`src/rtl/stream_downsizer.sv`:
```
// Ready/valid width converter: splits each IN_W-bit word into IN_W/OUT_W beats,
// least-significant beat first, with zero-bubble reload on the last beat.
//
// state | meaning
// EMPTY | no word held; in_ready follows reset only
// SEND  | word in flight; data_q[OUT_W-1:0] is the current beat
module stream_downsizer #(
    parameter int IN_W  = 32,
    parameter int OUT_W = 8
) (
    input  logic             clk,
    input  logic             rst,
    input  logic             in_valid,
    output logic             in_ready,
    input  logic [IN_W-1:0]  in_data,
    output logic             out_valid,
    input  logic             out_ready,
    output logic [OUT_W-1:0] out_data,
    output logic             out_last
);

    localparam int RATIO = IN_W / OUT_W;
    localparam int CNT_W = (RATIO > 1) ? $clog2(RATIO) : 1;
    localparam logic [CNT_W-1:0] LAST_IDX = CNT_W'(RATIO - 1);

    if ((IN_W % OUT_W) != 0 || RATIO < 2) begin : g_bad_params
        $error("stream_downsizer: IN_W must be a multiple of OUT_W with ratio >= 2");
    end

    typedef enum logic {
        EMPTY = 1'b0,
        SEND  = 1'b1
    } state_t;

    state_t           state_q;
    logic [IN_W-1:0]  data_q;
    logic [CNT_W-1:0] cnt;
    logic             full;
    logic             accept_in;
    logic             accept_out;

    assign full       = (state_q == SEND);
    assign out_valid  = full;
    assign out_data   = data_q[OUT_W-1:0];
    assign out_last   = full && (cnt == LAST_IDX);
    // out_ready -> in_ready is combinational so a new word can load as the last beat leaves
    assign in_ready   = !rst && (!full || (out_ready && out_last));
    assign accept_in  = in_valid && in_ready;
    assign accept_out = out_valid && out_ready;

    always_ff @(posedge clk) begin
        if (rst) begin
            state_q <= EMPTY;
            data_q  <= '0;
            cnt     <= '0;
        end else begin
            case (state_q)
                EMPTY: begin
                    if (accept_in) begin
                        data_q  <= in_data;
                        cnt     <= '0;
                        state_q <= SEND;
                    end
                end
                SEND: begin
                    if (accept_out) begin
                        if (!out_last) begin
                            data_q <= data_q >> OUT_W;
                            cnt    <= cnt + 1'b1;
                        end else if (accept_in) begin
                            data_q <= in_data;
                            cnt    <= '0;
                        end else begin
                            cnt     <= '0;
                            state_q <= EMPTY;
                        end
                    end
                end
                default: begin
                    state_q <= EMPTY;
                    cnt     <= '0;
                end
            endcase
        end
    end

endmodule

```
`config.mk`:
```
export PLATFORM = sky130hd
export DESIGN_NAME = stream_downsizer
export DESIGN_NICKNAME = d
export VERILOG_FILES = /design/src/rtl/stream_downsizer.sv
export SDC_FILE = /design/constraint.sdc
export NUM_CORES = 1
export LEC_CHECK = 0
export CAP_MARGIN = 30
export CORE_MARGIN = 8
export CORE_UTILIZATION = 47
export DETAILED_ROUTE_END_ITERATION = 10
export PLACE_DENSITY = 0.79
export SYNTH_ARGS = -nofsm -noshare
export SYNTH_HDL_FRONTEND = slang
export SYNTH_SLANG_ARGS = --single-unit
```
`constraint.sdc`:
```
create_clock -name clk -period 2.34 [get_ports clk]
set_input_delay 0.702 -clock clk [delete_from_list [all_inputs] [get_ports clk]]
set_output_delay 0.702 -clock clk [all_outputs]
set_load 0.01 [all_outputs]
```
* Word level (Yosys, flattened, before mapping)
Index checks and enable logic that the tools add are counted.
Cells by class: magnitude comparators 0, shift-type cells 0, add/subtract/negate cells 1, multiply operators 0, eq/ne operators 3, div/mod/pow operators 0, reductions and logical operators 9, multiplexer cells 12, bitwise operators 1
Operators by type and width (number):
- 32-bit 2-to-1 mux | 3
- 32-bit one-hot mux with 2 select lines | 1
- 2-bit 2-to-1 mux | 3
- 1-bit logical AND | 5
- 2-bit one-hot mux with 2 select lines | 1
- 1-bit 2-to-1 mux | 3
- 2-bit by 1-bit adder with 2-bit output (second input constant) | 1
- 2-bit == test (second input constant) | 1
- 1-bit logical NOT | 2
- 2-bit by 1-bit inequality test with 1-bit output (second input constant) | 1
- 2-bit inequality test (second input constant) | 1
- 1-bit one-hot mux with 2 select lines | 1
- 2-bit AND reduction | 1
- 1-bit logical OR | 1
- 1-bit NOT | 1
Word-level totals: memories kept 0, word-level logic and storage cells 29, bits in read-only memories 0, latch bits 0, register bits 35, output and inout bits 11, input bits 36, RAM bits 0

* Longest topological paths before layout
Gate-level depths: netlist of run 1.
depth in word-level cells 10, depth in mapped cells 9

* Worst setup path before layout of run 1
No wires, ideal clock.
path kind in2out, start point input port rst, end point output port in_ready, path slack 283 ps, data required time 1638 ps, arrival time 1355 ps, cell stages on the path 3, path buffers 2, cell sequence clkbuf_1 -> clkbuf_1 -> nor2_1
Between the ends: longest elaborated chain between the ends 2
RTL lines:
- start: declaration | RTL line 12 | input logic rst,
- 1-bit logical NOT | RTL line 47 | assign in_ready = !rst && (!full || (out_ready && out_last));
- 1-bit logical AND | RTL line 47
- end: declaration | RTL line 14 | output logic in_ready,
No other way between the ends.

* Final worst setup path of run 1
start point input port out_ready, end point output port in_ready
Between the ends: longest elaborated chain between the ends 3
RTL lines:
- start: declaration | RTL line 17 | input logic out_ready,
- 1-bit logical AND | RTL line 47
- 1-bit logical OR | RTL line 47
- 1-bit logical AND | RTL line 47
No other way between the ends.

==> summary.txt, run 1 <==
Route
  – Pre-antenna DRT Iters: 5
  – Post-route ant nets: 0
  – Wire per inst: 15.17 microns
  – Routed wl met3: 396 microns
  – Remaining DRCs: 0
  – Uppermost layer routed: met4
  – Routed WL: 4262 microns
  – DR iter-0 viols: 133
  – Vias: 1,526
  – Via density: 5.431
  – Met1 wire length: 1936 microns
  – Met2 WL post-DR: 1899 microns

STA
  – Layout Skew: 0.007131 ns
  – Slew at the pin closest to its max-slew limit: 0.3744 ns
  – Worst hold margin: 0.4645 ns
  – Setup violations, final: 0
  – RSZ-0062 raised after global routing: no
  – Fin crit share: 95.63%
  – Max-slew headroom: 74.85%
  – Hold Fails Final Rpt: 0
  – Crit path time final: 2.238 ns
  – Fmax: 446.9 MHz
  – Slack of the critical path: 0.1023 ns
  – Setup TNS: 0 ns
  – Pins Over Slew Limit: 0

Floorplan
  – Core area: 0.003363 sq mm
  – Initial core utilization: 49.52%
  – Row count: 21
  – Die W: 75.53 microns
  – # IOs: 47
  – Die Ht: 75.53 microns
  – Die footprint: 0.005704 sq mm

Finish
  – Register area: 703.2 sq um
  – Leading cell type in the layout, fill and taps excluded: clkdlybuf4s50_1
  – Most frequent cells in the layout: 44 x clkdlybuf4s50_1, 33 x nor2_1, 33 x dfxtp_1
  – Ant diodes: 0
  – Area of the multi-input gates: 787.0 sq um
  – Synth-to-Final Area Change: 31.41%
  – Final Non-Filler Cells: 281
  – Fillers: 332
  – Final #Nets: 271
  – Layout cell share with drive strength beyond 1: 11.91%

Worst hold path
  – Hold path startpoint: data_q[30]$_SDFFE_PP0P_
  – Min-Delay Path Class: reg -> reg

Setup path
  – Critical Path End Type: output pin
  – CP arrival: 1.54 ns
  – Worst Setup SP: out_ready
  – WP data required: 1.64 ns
  – CP Class: in -> out
  – Startpoint types: input port
  – Crit-path max FO: 2
  – RR Startpoint: cnt[0]$_SDFFE_PP0P_

Yosys
  – Post-synthesis register bit count: 35
  – Synthesized instance count: 192
  – Synth Warn #: 0
  – Seq/Total Area, Yosys: 42.07%
  – Syn avg cell area: 8.674 sq um
  – Unique masters post-synth: 29
  – Net Count, Synth: 229
  – Synthesized area: 0.001665 sq mm
  – Yosys top cell by area: dfxtp_1
  – Top cell type's share of synthesized area: 42.07%
  – Most area-consuming cells after synthesis: dfxtp_1 42%, nor2_1 7.4%, a222oi_1 6.0%

Power and ir drop
  – Switching pwr: 0.0003366 W
  – P_int: 0.0008963 W
  – Reg power frac: 53.3%
  – Clock share of power: 25.9%
  – Combinational power share: 20.8%
  – Maximum vdd drop: 0.0003703 V
  – Lkg Pwr: 0.8785 nW
  – Sw frac: 27.30%
  – Power per cell area: 563.4 mW/mm^2

Global route
  – Pin count of the biggest net entering global routing: 37
  – First-pass GRT wire length: 6900 microns
  – Total track usage: 15.84%
  – Vias in the first global route: 1,453
  – Initial antenna violation count: 0
  – Grt total ovfl: 0

Placement
  – Final Wtd Congestion: 0.8114
  – IO buf count: 46
  – Placed cell count: 273
  – Setup WS pre-CTS: -0.3397 ns
  – Dpl hpwl: 3033 microns

Clock tree
  – CTS clock-pin slew for the worst setup and hold paths: 0.10 ns
  – H-tree levels: 2
  – Clock Sinks: 35
  – CTS root buffer: clkbuf_4
  – CTS Buf Count: 5
  – Maximum root-to-sink buffer count: 2
  – Post-CTS setup buffers: 0
  – Hold Buf Count CTS: 0
  – CTS tree: built
  – Worst skew pair latency: 0.34 ns

Outcome
  – Status: finished, final reports clean

Flow run
  – Max-Cap Viols: 0
[flip-flops by register name, indices dropped and copies added (netlist names)]
register and flops:
cnt 2, data_q 32, out_valid 1
[what timing repair did]
action                                 in CTS  in global routing
endpoints found under the hold margin       0                  0
setup endpoints to repair                   1                  3
resized for setup                           4                  5
[power groups by stage]
| stage | clock network [W] | logic, W | registers, W |
|---|---|---|---|
| 6_report | 0.000320 | 0.000256 | 0.000657 |
| 5_1_grt | 0.000355 | 0.000280 | 0.000662 |
| 4_1_cts | 0.000330 | 0.000258 | 0.000656 |
| 3_5_place_dp | 0 | 0.000257 | 0.000670 |
| 3_3_place_gp | 0 | 0.000255 | 0.000668 |
| 2_1_floorplan | 0 | 0.000155 | 0.000662 |
[cell families after synthesis]
kind of cell,synth area share (%)
AOI/OAI and AO/OA,25.47
adders and majority gates,0.7512
buffers and inverters,10.82
DFF,42.07
muxes,6.837
and+or+nand+nor,14.05
[cell type report]
cell class              count  area share, %
repair buffers             60          26.30
inverters                   4         0.6861
clock buffers               7          2.058
clock inverters             1         0.2287
flip-flops and latches     35          32.13
multi-input cells         128          35.96
well taps                  46          2.630
[cells in the mapped netlist, drive strengths merged]
master    n
mux2      3
and2      1
a21oi     9
a222oi   10
o22ai     5
o21a      3
a21o      1
nand2    16
a221oi    7
mux2i     8
buf      17
ha        1
nor3      1
nor2     33
a21boi    1
clkbuf    8
o2bb2ai   1
nor2b     2
a22oi     7
a22o      2
o21ai    14
nand2b    3
dfxtp    35
inv       4
[routing by layer]
layer  vias to the layer above  GRT usage, %
met5                         -             0
met4                         0         6.397
met3                         2         6.711
met2                        59         23.59
met1                       691         19.59
li1                        774             -
[path summary, 6_finish.rpt]
kind                                   to  slack (ns)  depth (start not counted)
hold / removal    data_q[22]$_SDFFE_PP0P_        0.46                          2
setup reg to reg  data_q[12]$_SDFFE_PP0P_        0.50                          7
setup / recovery                 in_ready        0.10                          4
hold reg to reg   data_q[22]$_SDFFE_PP0P_        0.46                          2
[critical path, cell delays in order]
cell and delay, ns:
clkdlybuf4s50_1 0.48, a21boi_1 0.08, nor2_1 0.11, buf_2 0.17
[stage by stage]
stage	area (sq um)	utilization [%]	power [W]
2_1_floorplan	1665	-	0.0008170
3_3_place_gp	2136	63.50	0.0009228
4_1_cts	2187	65.03	0.001244
6_report	2188	65.07	0.001233
5_1_grt	2188	65.07	0.001297
3_5_place_dp	2136	63.50	0.0009264
No activity file was read; power rests on OpenSTA's default activity.
==> run 2, diff against run 1 <==
--- a/config.mk
+++ b/config.mk
@@ -5,7 +5,6 @@
 export SDC_FILE = /design/constraint.sdc
 export NUM_CORES = 1
 export LEC_CHECK = 0
-export CAP_MARGIN = 30
 export CORE_MARGIN = 8
 export CORE_UTILIZATION = 47
 export DETAILED_ROUTE_END_ITERATION = 10
==> results of run 2 <==
Final layout, timing and power as in run 1 (identical DEF).
